### src/rtl/pipe_pkg.sv
// rtl/pipe_pkg.sv - shared types and defaults for the MEM->WB skid stage
package pipe_pkg;

    localparam int PIPE_DATA_W = 32;
    localparam int PIPE_DEST_W = 4;

    typedef struct packed {
        logic                   wb_en;
        logic                   mem_r_en;
        logic [PIPE_DATA_W-1:0] alu_result;
        logic [PIPE_DATA_W-1:0] mem_read_value;
        logic [PIPE_DEST_W-1:0] dest;
    } pipe_payload_t;

    // Encoded as {head_v, skid_v}; 2'b01 is unreachable.
    typedef enum logic [1:0] {
        EMPTY = 2'b00,
        ONE   = 2'b10,
        TWO   = 2'b11
    } pipe_state_e;

endpackage

### src/rtl/pipe_entry_reg.sv
// rtl/pipe_entry_reg.sv - one payload register with load enable and async reset
module pipe_entry_reg #(
    parameter int W = 8
) (
    input  logic         clk,
    input  logic         rst,
    input  logic         load_i,
    input  logic [W-1:0] d_i,
    output logic [W-1:0] q_o
);

    logic [W-1:0] data_q;

    always_ff @(posedge clk or posedge rst) begin
        if (rst) begin
            data_q <= '0;
        end else if (load_i) begin
            data_q <= d_i;
        end
    end

    assign q_o = data_q;

endmodule

### src/rtl/mem_wb_skid_reg.sv
// rtl/mem_wb_skid_reg.sv - MEM->WB boundary register as a 2-entry skid buffer
module mem_wb_skid_reg
    import pipe_pkg::*;
#(
    parameter int DATA_W = PIPE_DATA_W,
    parameter int DEST_W = PIPE_DEST_W,
    parameter int CNT_W  = 16
) (
    input  logic              clk,
    input  logic              rst,
    input  logic              in_valid,
    output logic              in_ready,
    input  logic              WB_en_in,
    input  logic              MEM_R_en_in,
    input  logic [DATA_W-1:0] ALU_result_in,
    input  logic [DATA_W-1:0] Mem_read_value_in,
    input  logic [DEST_W-1:0] Dest_in,
    input  logic              freeze,
    input  logic              flush,
    output logic              out_valid,
    input  logic              out_ready,
    output logic              WB_en,
    output logic              MEM_R_en,
    output logic [DATA_W-1:0] ALU_result,
    output logic [DATA_W-1:0] Mem_read_value,
    output logic [DEST_W-1:0] Dest,
    output logic [DATA_W-1:0] WB_value,
    output logic [CNT_W-1:0]  stall_cnt
);

    localparam int PW = 2 + 2 * DATA_W + DEST_W;
    localparam logic [CNT_W-1:0] CNT_MAX = '1;

    pipe_state_e      state_q, state_d;
    logic             head_v, skid_v;
    logic             push, pop;
    logic             head_load, skid_load, head_from_skid;
    logic [PW-1:0]    in_payload, head_d, head_q, skid_q;
    logic [CNT_W-1:0] stall_cnt_q, stall_cnt_d;

    assign {head_v, skid_v} = state_q;
    assign in_payload = {WB_en_in, MEM_R_en_in, ALU_result_in, Mem_read_value_in, Dest_in};

    always_ff @(posedge clk or posedge rst) begin
        if (rst) begin
            state_q <= EMPTY;
        end else begin
            state_q <= state_d;
        end
    end

    always_comb begin
        state_d = state_q;
        if (flush) begin
            state_d = EMPTY;
        end else begin
            case (state_q)
                EMPTY: if (push) state_d = ONE;
                ONE: begin
                    if (push && !pop) begin
                        state_d = TWO;
                    end else if (pop && !push) begin
                        state_d = EMPTY;
                    end
                end
                TWO:     if (pop) state_d = ONE;
                default: state_d = EMPTY;
            endcase
        end
    end

    // in_ready looks only at registered occupancy, never at out_ready.
    always_comb begin
        in_ready       = ~skid_v & ~freeze & ~flush;
        push           = in_valid & in_ready;
        pop            = head_v & out_ready & ~freeze & ~flush;
        head_from_skid = 1'b0;
        head_load      = 1'b0;
        skid_load      = 1'b0;
        case (state_q)
            EMPTY: head_load = push;
            ONE: begin
                head_load = push & pop;
                skid_load = push & ~pop;
            end
            TWO: begin
                head_load      = pop;
                head_from_skid = 1'b1;
            end
            default: ;
        endcase
    end

    assign head_d = head_from_skid ? skid_q : in_payload;

    pipe_entry_reg #(.W(PW)) u_head (
        .clk    (clk),
        .rst    (rst),
        .load_i (head_load),
        .d_i    (head_d),
        .q_o    (head_q)
    );

    pipe_entry_reg #(.W(PW)) u_skid (
        .clk    (clk),
        .rst    (rst),
        .load_i (skid_load),
        .d_i    (in_payload),
        .q_o    (skid_q)
    );

    always_comb begin
        stall_cnt_d = stall_cnt_q;
        if (head_v && !out_ready && !freeze && stall_cnt_q != CNT_MAX) begin
            stall_cnt_d = stall_cnt_q + 1'b1;
        end
    end

    always_ff @(posedge clk or posedge rst) begin
        if (rst) begin
            stall_cnt_q <= '0;
        end else begin
            stall_cnt_q <= stall_cnt_d;
        end
    end

    assign out_valid      = head_v;
    assign WB_en          = head_q[PW-1] & head_v;
    assign MEM_R_en       = head_q[PW-2];
    assign ALU_result     = head_q[DEST_W+DATA_W +: DATA_W];
    assign Mem_read_value = head_q[DEST_W +: DATA_W];
    assign Dest           = head_q[DEST_W-1:0];
    assign WB_value       = MEM_R_en ? Mem_read_value : ALU_result;
    assign stall_cnt      = stall_cnt_q;

endmodule

### config.mk
export PLATFORM = sky130hd
export DESIGN_NAME = mem_wb_skid_reg
export DESIGN_NICKNAME = d
export VERILOG_FILES = /design/src/rtl/pipe_pkg.sv /design/src/rtl/pipe_entry_reg.sv /design/src/rtl/mem_wb_skid_reg.sv
export SDC_FILE = /design/constraint.sdc
export NUM_CORES = 1
export LEC_CHECK = 0
export BUFFER_PORTS_ARGS = -buffer_cell sky130_fd_sc_hd__buf_4
export CELL_PAD_IN_SITES_DETAIL_PLACEMENT = 1
export CELL_PAD_IN_SITES_GLOBAL_PLACEMENT = 2
export CORE_MARGIN = 3
export CORE_UTILIZATION = 39
export CTS_BUF_LIST = sky130_fd_sc_hd__clkbuf_2 sky130_fd_sc_hd__clkbuf_4 sky130_fd_sc_hd__clkbuf_8
export DETAILED_ROUTE_END_ITERATION = 8
export PLACE_DENSITY = 0.9
export SLEW_MARGIN = 20
export SYNTH_ARGS = -nofsm -noshare
export SYNTH_HDL_FRONTEND = slang
export SYNTH_HIERARCHICAL = 1
export SYNTH_SLANG_ARGS = --single-unit
### constraint.sdc
create_clock -name clk -period 3.4 [get_ports clk]
set_input_delay 1.02 -clock clk [delete_from_list [all_inputs] [get_ports clk]]
set_output_delay 1.02 -clock clk [all_outputs]
set_load 0.005 [all_outputs]
==> Yosys cells after proc, flatten, opt, wreduce, memory -nomap -nowiden <==
Cells that the tools add are included.
W data, S select, Z words.
{ "op_classes": {"eq_ne": 6, "mul": 0, "order_cmp": 0, "addsub": 1, "n_mux": 11, "n_bitwise": 13, "shifts": 0, "reduce_logical": 11, "div": 0} }
{ "op_table": {"columns": ["op", "count"], "rows": [
  ["$mux W70", 1],
  ["$mux W32", 1],
  ["$add A16 B1 Y16 const B", 1],
  ["$ne A16 B16 Y1 const B", 1],
  ["$mux W2", 5],
  ["$and A1 B1 Y1", 9],
  ["$ne A3 B3 Y1 const B", 2],
  ["$pmux W2 S3", 1],
  ["$logic_and A1 B1 Y1", 5],
  ["$eq A2 B2 Y1 const B", 2],
  ["$logic_not A1 Y1", 4],
  ["$ne A4 B4 Y1 const B", 1],
  ["$not A1 Y1", 4],
  ["$pmux W1 S3", 1],
  ["$reduce_and A3 Y1", 1],
  ["$logic_not A2 Y1", 1],
  ["$mux W1", 2]
]} }
{ "totals": {"mem_bits_ro": 0, "mem_bits_rw": 0, "output_inout_bits": 120, "memories": 0, "latch_bits": 0, "elab_cells": 46, "reg_bits": 158, "inputBits": 76} }

==> Depth between registers and ports, before layout <==
Gate-level depths: netlist (run 1).
{ "depth": {"depth_word": 10, "mapped_depth": 8} }

==> Cells and area by module <==
Netlist (run 1), hierarchy kept.
{ "by_module_without_submodules": {"columns": ["module", "instances", "cells_each", "area_each_um2", "seq_area_each_um2"], "rows": [
  ["pipe_entry_reg", 2, 149, 2957.8, 1751.7],
  ["mem_wb_skid_reg", 1, 216, 2284.7, 450.4]
]} }

==> Worst setup path before layout (run 1) <==
Ideal clock, no wire load.
{ "synth_timing": {"path_type": "input-to-reg", "start": "input port freeze", "end": "register u_head.data_q[0], in the netlist u_head/q_o[0]", "setup_time_ps": 125, "cell_stages": 7, "setup_slack_ps": 824, "n_path_buf": 2, "t_arrival_ps": 2451, "required_ps": 3275, "cell_sequence": "nor4b_1 > a21oi_1 > a2bb2oi_1 > nor4_1 > buf_6 > buf_12 > mux2_4"} }
{ "synth_via": {"elab_chain_cells": 6, "elab_cells_between_ends": 8, "classes_between": "1 x mux; 7 x bitwise"} }
{ "synth_lines": {"columns": ["element", "line_no", "text"], "rows": [
  ["start: declaration", "mem_wb_skid_reg.sv:18", "input logic freeze,"],
  ["$not A1 Y1 (*)", "mem_wb_skid_reg.sv:74, mem_wb_skid_reg.sv:76", null],
  ["$and A1 B1 Y1 (2 in a row)", "mem_wb_skid_reg.sv:74", "in_ready = ~skid_v & ~freeze & ~flush;"],
  ["$and A1 B1 Y1", "mem_wb_skid_reg.sv:75", "push = in_valid & in_ready;"],
  ["$and A1 B1 Y1", "mem_wb_skid_reg.sv:83", "head_load = push & pop;"],
  ["$pmux W1 S3 (*)", "mem_wb_skid_reg.sv:80", "case (state_q)"],
  ["via head_load", "mem_wb_skid_reg.sv:37", "logic head_load, skid_load, head_from_skid;"],
  ["end signal: assignment", "pipe_entry_reg.sv:18", "data_q <= d_i;"],
  ["end: declaration", "pipe_entry_reg.sv:12", "logic [W-1:0] data_q;"]
]} }
The timed path passes the listed nets; every way through them passes the cells marked *.
A chain may end at the register's enable or synchronous reset.

==> Worst setup path in the final report (run 1) <==
{ "layout_timing": {"start": "register u_head.data_q[68], in the netlist u_head/q_o[68]", "end": "output port WB_value[17]"} }
{ "layout_via": {"elab_chain_cells": 1} }
{ "layout_lines": {"columns": ["element", "line_no", "text"], "rows": [
  ["$mux W32", "mem_wb_skid_reg.sv:133", "assign WB_value = MEM_R_en ? Mem_read_value : ALU_result;"],
  ["end: declaration", "mem_wb_skid_reg.sv:27", "output logic [DATA_W-1:0] WB_value,"]
]} }
Every way passes these cells.

==> results_tabular.tex, run 1 <==
\begin{tabular}{lr}
\hline
Metric & Value \\
\hline
\multicolumn{2}{l}{\textbf{Synth}} \\
\quad Ys async rst share & 100\% \\
\quad Fraction of synthesized cell area taken by the top area cell type & 48.2\% \\
\quad Cell area after technology mapping & 8200 sq um \\
\quad Top-count cell post-synth & sky130\_fd\_sc\_hd\_\_dfrtp\_1 \\
\quad Mean Syn Cell Area & 16.0 sq um \\
\quad Yosys cell types & 45 \\
\quad Main area contributors after synthesis & sky130\_fd\_sc\_hd\_\_dfrtp\_1, sky130\_fd\_sc\_hd\_\_mux2\_4, sky130\_fd\_sc\_hd\_\_mux2\_2, sky130\_fd\_sc\_hd\_\_buf\_12, sky130\_fd\_sc\_hd\_\_ha\_1 \\
\quad Seq/Total Area, Yosys & 48.2\% \\
\quad Flop and latch count out of synthesis & 158 \\
\quad Post-Synthesis Net Count & 595 \\
\quad Number of synthesized flops with an enable pin & 0 \\
\quad Yosys top cell by area & sky130\_fd\_sc\_hd\_\_dfrtp\_1 \\
\quad Primary flip-flop cell chosen by synthesis mapping & sky130\_fd\_sc\_hd\_\_dfrtp\_1 \\
\quad Instance count of the mapped netlist & slightly above 500 \\
\quad Cell types with the highest counts after synthesis & sky130\_fd\_sc\_hd\_\_dfrtp\_1, sky130\_fd\_sc\_hd\_\_mux2\_4, sky130\_fd\_sc\_hd\_\_mux2\_2 \\
\quad Number of warning messages in the yosys log & 6 \\
\multicolumn{2}{l}{\textbf{Clock network}} \\
\quad CTS Root Cell & sky130\_fd\_sc\_hd\_\_clkbuf\_8 \\
\quad TritonCTS clock tree & built \\
\quad Number of CTS-inserted buffers & 17 \\
\quad Worst-skew pair later-pin latency & 0.46 ns \\
\quad Cts-stage hold buffer count & 0 \\
\quad Largest buffer count on any clock path & 2 \\
\quad Post-cts repair resize count & 0 \\
\quad Buffer count from post-CTS setup fixing & 0 \\
\quad Clock-pin transition on the worst setup and hold timing paths & 0.09 ns \\
\quad Clock tree sinks & 158 \\
\quad H-Tree Depth & 4 \\
\multicolumn{2}{l}{\textbf{Pwr}} \\
\quad Final total power & about 8500 uW \\
\quad Static leakage & 0.00481 uW \\
\quad Largest voltage drop on the vdd net & 0.273 mV \\
\quad Total power per unit cell area & roughly 830 nW/um\^{}2 \\
\multicolumn{2}{l}{\textbf{Cells and area}} \\
\quad Share of final-layout standard cells stronger than drive strength 1 & between 60\% and 70\% \\
\quad Layout-stage area growth over the synthesis result & 25.5\% \\
\quad Final \#Nets & 790 \\
\quad Fraction of the core area covered by cells at the end of the flow & 50.4\% \\
\quad Number of diodes & 0 \\
\quad Fill cell instance count of the final layout & slightly above 2000 \\
\multicolumn{2}{l}{\textbf{Routing}} \\
\quad Routed len/inst & $\sim$21 um \\
\quad Total routed wirelength & 20.8 mm \\
\quad Remaining antenna violation count & 0 \\
\quad First-pass DRT Iterations & 4 \\
\quad Total number of vias & 4998 \\
\quad Ratio of routed vias to standard cells & approximately 5 \\
\quad Starting DRT DRC Count & 127 \\
\quad Detailed-route DRC error count & 0 \\
\multicolumn{2}{l}{\textbf{Timing}} \\
\quad Min Tclk post-route & 2.88 ns \\
\quad Crit path setup slack, layout & around 0.52 ns \\
\quad Share of the clock period used by the worst path after layout & 84.7\% \\
\quad Fmax & 347 MHz \\
\quad Finish-stage setup viols & 0 \\
\quad Slew Limit Headroom & a little over 50\% \\
\quad Final-layout worst hold slack & between 0.5 and 0.6 ns \\
\quad Total negative slack for setup checks & 0 ns \\
\quad Actual slew at the worst max-slew pin & roughly 0.73 ns \\
\quad Number of hold violations in the final report & 0 \\
\quad Final count of pins violating max slew & 0 \\
\quad Worst setup skew after layout & 0.0137 ns \\
\quad Setup repair after global routing missed its margin & no \\
\multicolumn{2}{l}{\textbf{Critical path}} \\
\quad Crit path kind & reg -> out \\
\quad R2r worst-path depth & 7 \\
\quad Critical Path Source Type & register \\
\quad Element type at the critical path end & primary output \\
\quad Required @ worst endpoint & 2.38 ns \\
\quad Peak fanout along the critical path & 31 \\
\quad Endpoint arrival time on the critical path & 1.86 ns \\
\multicolumn{2}{l}{\textbf{Floorplan}} \\
\quad Starting utilization of the core area & 40.1\% \\
\quad Placeable Area & slightly above 20000 sq um \\
\quad Chip height & approximately 150 um \\
\quad Chip Width & 151 um \\
\quad Die ar. & 22800 sq um \\
\quad Ports placed on the boundary & 196 \\
\quad Number of rows in the core area & 52 \\
\multicolumn{2}{l}{\textbf{Global route}} \\
\quad Global-route wire length before repair & 32.0 mm \\
\quad Global-route congestion overflow total & 0 \\
\quad Largest net degree at the start of global routing & 71 \\
\quad Via count of the first global-routing pass & 5577 \\
\quad Overall Global Routing Usage & 18.3\% \\
\quad Initial antenna violation count & 0 \\
\multicolumn{2}{l}{\textbf{Min path}} \\
\quad Hold path cells & 1 \\
\quad Type of the worst min-delay path & reg -> reg \\
\multicolumn{2}{l}{\textbf{Job}} \\
\quad Count of maximum capacitance violations & 0 \\
\multicolumn{2}{l}{\textbf{Placed design}} \\
\quad Total half-perimeter wirelength after legalization and detailed placement & roughly 14 mm \\
\quad Dpl ws & 0.170 ns \\
\quad GP Congestion & 0.841 \\
\quad IO buf count & 195 \\
\multicolumn{2}{l}{\textbf{Status}} \\
\quad Status & complete, no violations \\
\hline
\end{tabular}
==> logic make-up (layout without fill, tap and decap cells) <==
| kind of cell | Yosys count | in the layout | synth area share, % |
|---|---|---|---|
| xor+xnor | 12 | 12 | 1.28 |
| compound gates | 18 | 18 | 1.74 |
| fa+ha+maj | 5 | 5 | 0.763 |
| flops | 158 | 158 | 48.2 |
| simple gates | 39 | 39 | 3.17 |
| buf+inv | 37 | 245 | 4.79 |
| mux | 245 | 245 | 40.0 |
==> registers in the layout, indices dropped and copies added (netlist names) <==
register,cells
u_skid/q_o,70
u_head/q_o,70
stall_cnt,16
state_q,2
==> cell type report <==
cell class	instances	area [sq um]	area share, %
Sequential cell	158	3960	38.4
Multi-Input combinational cell	319	3880	37.7
Timing Repair Buffer	206	1630	15.9
Tap cell	270	338	3.28
Clock buffer	17	234	2.27
Clock inverter	15	224	2.18
Inverter	7	28.8	0.280
==> layout by cell type (no fill, tap or decap), types with 3 or more instances in the layout <==
cell and count:
sky130_fd_sc_hd__nand3_1 3, sky130_fd_sc_hd__ha_1 4, sky130_fd_sc_hd__and4_1 3, sky130_fd_sc_hd__inv_8 6, sky130_fd_sc_hd__mux2_4 140, sky130_fd_sc_hd__dfrtp_1 157
sky130_fd_sc_hd__nand2_1 9, sky130_fd_sc_hd__nor3_1 3, sky130_fd_sc_hd__mux2_2 104, sky130_fd_sc_hd__bufinv_16 4, sky130_fd_sc_hd__xor2_1 5, sky130_fd_sc_hd__clkinv_2 4
sky130_fd_sc_hd__inv_1 5, sky130_fd_sc_hd__clkbuf_8 17, sky130_fd_sc_hd__xnor2_1 7, sky130_fd_sc_hd__buf_12 7, sky130_fd_sc_hd__and3_1 3, sky130_fd_sc_hd__buf_4 199
==> worst paths after layout <==
path	from	end	slack (ns)
max reg2reg	state_q[0]	u_head/q_o[31]	0.75
min	u_skid/q_o[69]	u_skid/q_o[69]	0.51
min in group asynchronous	rst	u_head/q_o[2]	0.67
max in group asynchronous	rst	u_skid/q_o[60]	2.06
min reg2reg	u_skid/q_o[69]	u_skid/q_o[69]	0.51
max	u_head/q_o[68]	WB_value[17]	0.52
==> stage by stage <==
stage | std cells | area [sq um]
3_3_place_gp | 960 | 9830
6_report | 992 | 10300
2_1_floorplan | 514 | 8200
5_1_grt | 992 | 10300
4_1_cts | 992 | 10300
3_5_place_dp | 960 | 9830
==> where the power goes <==
part	total (uW)	internal, uW	switching [uW]	leakage, uW
logic	3440	2410	1030	0.00262
registers	3470	2740	730	0.00196
clock network	1620	833	790	0.000236
==> per-layer routing <==
metal	wire (um)	vias to the layer above	share of wire (%)	global-route usage, %
met5	0	-	0	0
met4	216	0	1.0	4.40
met3	1310	19	6.3	5.27
met2	10100	151	48	29.7
met1	9180	2577	44	24.3
li1	-	2251	-	-
==> worst max-delay path, cell delays in order (launching register included) <==
cell and delay (ns):
sky130_fd_sc_hd__dfrtp_2 0.43, sky130_fd_sc_hd__buf_4 0.42, sky130_fd_sc_hd__mux2_2 0.40, sky130_fd_sc_hd__buf_4 0.14
Note: power is estimated with default switching activity, not from simulation.
==> run 2: changes to the inputs <==
CORE_UTILIZATION = 35   (was 39)
PLACE_DENSITY = 0.85   (was 0.9)
clock period = 2.5 ns   (was 3.4 ns; I/O delays follow)
==> results_tabular.tex, run 2 (synthesis results as in run 1) <==
\begin{tabular}{lr}
\hline
Metric & Value \\
\hline
\multicolumn{2}{l}{\textbf{Status}} \\
\quad Status & complete, no violations \\
\multicolumn{2}{l}{\textbf{Global route}} \\
\quad Global-route wire length before repair & 33.5 mm \\
\quad Met2 GRT Util & 27.7\% \\
\quad Global-route congestion overflow total & 0 \\
\quad Layer with the highest usage after global routing & met2 \\
\quad Overall Global Routing Usage & between 10\% and 20\% \\
\quad Initial antenna violation count & 0 \\
\quad Via count of the first global-routing pass & between 5000 and 6000 \\
\quad Met1 track utilization from global routing & 21.4\% \\
\quad Largest net degree at the start of global routing & 73 \\
\quad M3 GR Usage & 4.19\% \\
\multicolumn{2}{l}{\textbf{Pwr}} \\
\quad Static leakage & 0.00481 uW \\
\quad Total power per unit cell area & about 1100 nW/um\^{}2 \\
\quad Largest voltage drop on the vdd net & about 0.4 mV \\
\multicolumn{2}{l}{\textbf{Critical path}} \\
\quad Worst-path cell chain & buf\_12 > mux2\_2 > buf\_4 \\
\quad Max stage delay cell, worst path & sky130\_fd\_sc\_hd\_\_dfrtp\_2 \\
\quad Launch point of the worst reg-to-reg path & state\_q[0] \\
\quad Peak per-stage delay on the critical path & 0.42 ns \\
\quad Required @ worst endpoint & 1.75 ns \\
\quad Critical Path Source Type & register \\
\quad R2r worst-path depth & 7 \\
\quad Peak fanout along the critical path & 25 \\
\quad Element type at the critical path end & primary output \\
\quad Endpoint arrival time on the critical path & between 1.5 and 2 ns \\
\quad Crit path kind & reg -> out \\
\quad Register-to-register setup slack & 0.30 ns \\
\quad Reg-to-Reg End & u\_head/q\_o[22] \\
\multicolumn{2}{l}{\textbf{Placed design}} \\
\quad GP Congestion & about 0.81 \\
\quad Cell count after placement & 1009 \\
\quad Dpl ws & -0.154 ns \\
\quad IO buf count & 195 \\
\quad Post-Place Cell Area & 9960 sq um \\
\quad Total half-perimeter wirelength after legalization and detailed placement & 14.5 mm \\
\multicolumn{2}{l}{\textbf{Timing}} \\
\quad Slew Limit Headroom & 51.7\% \\
\quad Share of the clock period used by the worst path after layout & 93.3\% \\
\quad Worst setup skew after layout & 0.0121 ns \\
\quad Fmax & 429 MHz \\
\quad Final-layout worst hold slack & 0.393 ns \\
\quad Crit path setup slack, layout & around 0.17 ns \\
\quad Number of hold violations in the final report & 0 \\
\quad Actual slew at the worst max-slew pin & 0.724 ns \\
\quad Setup repair after global routing missed its margin & no \\
\quad Final count of pins violating max slew & 0 \\
\quad Min Tclk post-route & 2.33 ns \\
\quad Finish-stage setup viols & 0 \\
\multicolumn{2}{l}{\textbf{Routing}} \\
\quad Total routed wirelength & 20.9 mm \\
\quad First-pass DRT Iterations & 4 \\
\quad Routed len/inst & 20.0 um \\
\quad Ratio of routed vias to standard cells & 4.82 \\
\quad Detailed-route DRC error count & 0 \\
\quad Total number of vias & 5028 \\
\quad Starting DRT DRC Count & 118 \\
\quad Remaining antenna violation count & 0 \\
\multicolumn{2}{l}{\textbf{Cells and area}} \\
\quad Commonest cells after routing, fill and taps aside & sky130\_fd\_sc\_hd\_\_buf\_4, sky130\_fd\_sc\_hd\_\_dfrtp\_1, sky130\_fd\_sc\_hd\_\_mux2\_4 \\
\quad Layout-stage area growth over the synthesis result & 26.6\% \\
\quad Fraction of the core area covered by cells at the end of the flow & $\sim$45\% \\
\quad Final \#Nets & 798 \\
\quad Final instance count without filler cells & 1043 \\
\quad Number of diodes & 0 \\
\quad Non-Filler Cell Area, Final & 10400 sq um \\
\quad Leading cell type in the layout, fill and taps excluded & sky130\_fd\_sc\_hd\_\_buf\_4 \\
\quad Share of final-layout standard cells stronger than drive strength 1 & 69.5\% \\
\multicolumn{2}{l}{\textbf{Clock network}} \\
\quad CTS Root Cell & sky130\_fd\_sc\_hd\_\_clkbuf\_8 \\
\quad H-Tree Depth & 4 \\
\quad TritonCTS clock tree & built \\
\quad Clock-pin transition on the worst setup and hold timing paths & 0.10 ns \\
\quad Largest buffer count on any clock path & 2 \\
\quad Number of CTS-inserted buffers & 17 \\
\quad Worst-skew pair later-pin latency & between 0.4 and 0.5 ns \\
\quad Clock tree sinks & 158 \\
\multicolumn{2}{l}{\textbf{Floorplan}} \\
\quad Starting utilization of the core area & 35.9\% \\
\quad Chip Width & approximately 160 um \\
\quad Placeable Area & 22800 sq um \\
\quad Chip height & 159 um \\
\quad Number of rows in the core area & 55 \\
\quad Ports placed on the boundary & 196 \\
\quad Die ar. & 25300 sq um \\
\multicolumn{2}{l}{\textbf{Job}} \\
\quad Count of maximum capacitance violations & 0 \\
\multicolumn{2}{l}{\textbf{Min path}} \\
\quad Type of the worst min-delay path & in -> async \\
\hline
\end{tabular}
-- run 2: cell types whose count changed in the layout (fill, tap and decap cells not counted) --
cell                         delta
sky130_fd_sc_hd__clkinv_4       +1
sky130_fd_sc_hd__buf_12         +2
sky130_fd_sc_hd__clkinv_2       -4
sky130_fd_sc_hd__buf_4          +6
sky130_fd_sc_hd__nor4b_2        +1
sky130_fd_sc_hd__nor4b_1        -1
sky130_fd_sc_hd__clkinv_8       +3
sky130_fd_sc_hd__bufinv_16      -4
sky130_fd_sc_hd__clkinvlp_4     +4
-- run 2: power breakdown --
| group | switching [uW] | internal, uW |
|---|---|---|
| combinational | 1440 | 3330 |
| clock | 1170 | 759 |
| sequential | 947 | 3730 |
| total | 3550 | 7820 |
-- run 2: how the worst max path moves through the flow --
stage,endpoint,startpoint,depth (start not counted)
final,WB_value[25],u_head/q_o[68],3
after global routing,WB_value[23],u_head/q_o[68],3
after floorplan,u_head/q_o[0],freeze,7
after CTS,WB_value[25],u_head/q_o[68],3
after detailed placement,u_head/q_o[22],freeze,8
after global placement,u_head/q_o[25],freeze,8
-- run 2: layout make-up --
type                       count  area (sq um)
tap                          313           392
inverter                       7          33.8
clock buffer                  17           234
clock inverter                15           166
sequential                   158          3960
fill                        2308         12500
timing repair buffer         214          1720
multi-input combinational    319          3880
-- run 2: per-layer routing --
metal / vias to the layer above / wire length (um)
met2: 130 / 10200
met5: - / 0
met4: 0 / 256
li1: 2266 / -
met3: 18 / 1040
met1: 2614 / 9370
-- run 2: worst max-delay path: cells and delay by family (launching register included) --
family	cells	cell delay [ns]
multiplexers	1	0.36
flip-flops	1	0.42
buffers and inverters	2	0.33
-- run 2: through the flow --
stage | setup TNS [ns] | total power (uW)
6_report | 0 | 11400
3_5_place_dp | -7.57 | 9490
5_1_grt | 0 | 12100
4_1_cts | 0 | 11500
3_3_place_gp | -5.78 | 9250
2_1_floorplan | 0 | 7110
-- run 2: timing repair --
action	4_1_cts	5_1_grt
endpoints found under the setup margin	24	52
resized for setup	0	1
hold buffers	0	0
setup buffers	2	0
hold endpoints to repair	0	0
==> run 3: changes to the inputs <==
PLACE_DENSITY = 0.8   (was 0.85)
==> results_tabular.tex, run 3 (synthesis results as in run 1) <==
\begin{tabular}{lr}
\hline
Metric & Value \\
\hline
\multicolumn{2}{l}{\textbf{Cells and area}} \\
\quad Share of final-layout standard cells stronger than drive strength 1 & 69.5\% \\
\quad Leading cell type in the layout, fill and taps excluded & sky130\_fd\_sc\_hd\_\_buf\_4 \\
\quad Non-Filler Cell Area, Final & between 10000 and 15000 sq um \\
\quad Number of diodes & 0 \\
\quad Fill cell instance count of the final layout & between 2000 and 2500 \\
\quad Multi-input logic area & 3880 sq um \\
\quad Commonest cells after routing, fill and taps aside & sky130\_fd\_sc\_hd\_\_buf\_4, sky130\_fd\_sc\_hd\_\_dfrtp\_1, sky130\_fd\_sc\_hd\_\_mux2\_4 \\
\quad Layout-stage area growth over the synthesis result & 26.7\% \\
\quad Sequential cell area in the final layout & 3960 sq um \\
\quad Final \#Nets & between 800 and 900 \\
\multicolumn{2}{l}{\textbf{Timing}} \\
\quad Slew Limit Headroom & 53.2\% \\
\quad Share of the clock period used by the worst path after layout & $\sim$95\% \\
\quad Final count of pins violating max slew & 0 \\
\quad Total negative slack for setup checks & 0 ns \\
\quad Actual slew at the worst max-slew pin & 0.701 ns \\
\quad Setup repair after global routing missed its margin & no \\
\quad Min Tclk post-route & $\sim$2.4 ns \\
\quad Number of hold violations in the final report & 0 \\
\quad Finish-stage setup viols & 0 \\
\quad Worst setup skew after layout & between 0.01 and 0.015 ns \\
\quad Fmax & approximately 420 MHz \\
\multicolumn{2}{l}{\textbf{Placed design}} \\
\quad Total half-perimeter wirelength after legalization and detailed placement & 15.2 mm \\
\quad Post-Place Cell Area & 10000 sq um \\
\quad GP Congestion & 0.838 \\
\quad IO buf count & 195 \\
\multicolumn{2}{l}{\textbf{Critical path}} \\
\quad Register-to-register setup slack & between 0.2 and 0.25 ns \\
\quad Endpoint arrival time on the critical path & 1.63 ns \\
\quad Peak fanout along the critical path & 18 \\
\quad Launch point of the worst reg-to-reg path & state\_q[0] \\
\quad Crit path kind & reg -> out \\
\quad Element type at the critical path end & primary output \\
\quad Reg-to-Reg End & u\_head/q\_o[11] \\
\quad Critical Path Source Type & register \\
\quad Required @ worst endpoint & 1.75 ns \\
\quad R2r worst-path depth & 7 \\
\multicolumn{2}{l}{\textbf{Clock network}} \\
\quad Largest buffer count on any clock path & 2 \\
\quad TritonCTS clock tree & built \\
\quad Post-cts repair resize count & 0 \\
\quad CTS Root Cell & sky130\_fd\_sc\_hd\_\_clkbuf\_8 \\
\quad Clock-pin transition on the worst setup and hold timing paths & around 0.10 ns \\
\quad Buffer count from post-CTS setup fixing & 0 \\
\quad Worst-skew pair later-pin latency & 0.45 ns \\
\quad H-Tree Depth & 4 \\
\quad Clock tree sinks & 158 \\
\quad Cts-stage hold buffer count & 0 \\
\quad Number of CTS-inserted buffers & 17 \\
\multicolumn{2}{l}{\textbf{Pwr}} \\
\quad Largest voltage drop on the vdd net & 0.337 mV \\
\quad Static leakage & 0.00482 uW \\
\quad Total power per unit cell area & around 1100 nW/um\^{}2 \\
\quad Final total power & 11300 uW \\
\multicolumn{2}{l}{\textbf{Global route}} \\
\quad Global-route congestion overflow total & 0 \\
\quad Initial antenna violation count & 0 \\
\quad Overall Global Routing Usage & 16.8\% \\
\quad Largest net degree at the start of global routing & 73 \\
\quad Global-route wire length before repair & 34.2 mm \\
\quad Via count of the first global-routing pass & between 5000 and 6000 \\
\multicolumn{2}{l}{\textbf{Floorplan}} \\
\quad Starting utilization of the core area & 35.9\% \\
\quad Placeable Area & 22800 sq um \\
\quad Die ar. & 25300 sq um \\
\quad Number of rows in the core area & 55 \\
\quad Chip Width & 159 um \\
\quad Chip height & 159 um \\
\quad Ports placed on the boundary & 196 \\
\multicolumn{2}{l}{\textbf{Routing}} \\
\quad Total number of vias & between 5000 and 6000 \\
\quad Routed len/inst & 20.0 um \\
\quad Remaining antenna violation count & 0 \\
\quad Detailed-route DRC error count & 0 \\
\quad Starting DRT DRC Count & 162 \\
\quad Ratio of routed vias to standard cells & 4.79 \\
\quad Total routed wirelength & 20.9 mm \\
\quad First-pass DRT Iterations & 4 \\
\multicolumn{2}{l}{\textbf{Min path}} \\
\quad Type of the worst min-delay path & in -> async \\
\multicolumn{2}{l}{\textbf{Job}} \\
\quad Count of maximum capacitance violations & 0 \\
\multicolumn{2}{l}{\textbf{Status}} \\
\quad Status & complete, no violations \\
\hline
\end{tabular}
## run 3: critical path, stage by stage (launching register included)
cell,delay (ns)
sky130_fd_sc_hd__dfrtp_2,0.37
sky130_fd_sc_hd__buf_4,0.29
sky130_fd_sc_hd__mux2_2,0.40
sky130_fd_sc_hd__buf_4,0.14
## run 3: final cells by class
cell class,instances,share of cell area (%)
clock inverters,15,1.34
multi-input cells,319,37.3
repair buffers,219,16.9
flip-flops and latches,158,38.1
clock buffers,17,2.25
inverters,7,0.325
well taps,313,3.77
## run 3: how the worst max path moves through the flow
stage                   startpoint             end
global route        u_head/q_o[68]    WB_value[31]
global placement            freeze  u_head/q_o[44]
CTS                 u_head/q_o[68]    WB_value[31]
detailed placement          freeze  u_head/q_o[13]
floorplan                   freeze   u_head/q_o[0]
finish              u_head/q_o[68]    WB_value[31]
## run 3: power by group
part / leakage [uW] / internal, uW / switching, uW / total, uW
logic: 0.00268 / 3310 / 1460 / 4770
clock network: 0.000180 / 739 / 1110 / 1850
registers: 0.00196 / 3730 / 941 / 4670
## run 3: per-layer routing
metal  up-vias  wire, um  GRT usage [%]
li1       2279         -              -
met1      2599      9470           22.3
met2       132     10100           27.4
met3        13      1210           4.47
met4         0       163           4.02
met5         -         0              0
## run 3: stage by stage
| stage | utilization, % | cells | setup slack (ns) | hold WS (ns) |
|---|---|---|---|---|
| after floorplan | - | 514 | 0.194 | 0.474 |
| after global placement | 43.8 | 1016 | -0.154 | 0.486 |
| after detailed placement | 43.8 | 1016 | -0.217 | 0.490 |
| after CTS | 45.5 | 1048 | 0.0408 | 0.386 |
| after global routing | 45.5 | 1048 | 0.00747 | 0.420 |
| final | 45.5 | 1048 | 0.119 | 0.399 |
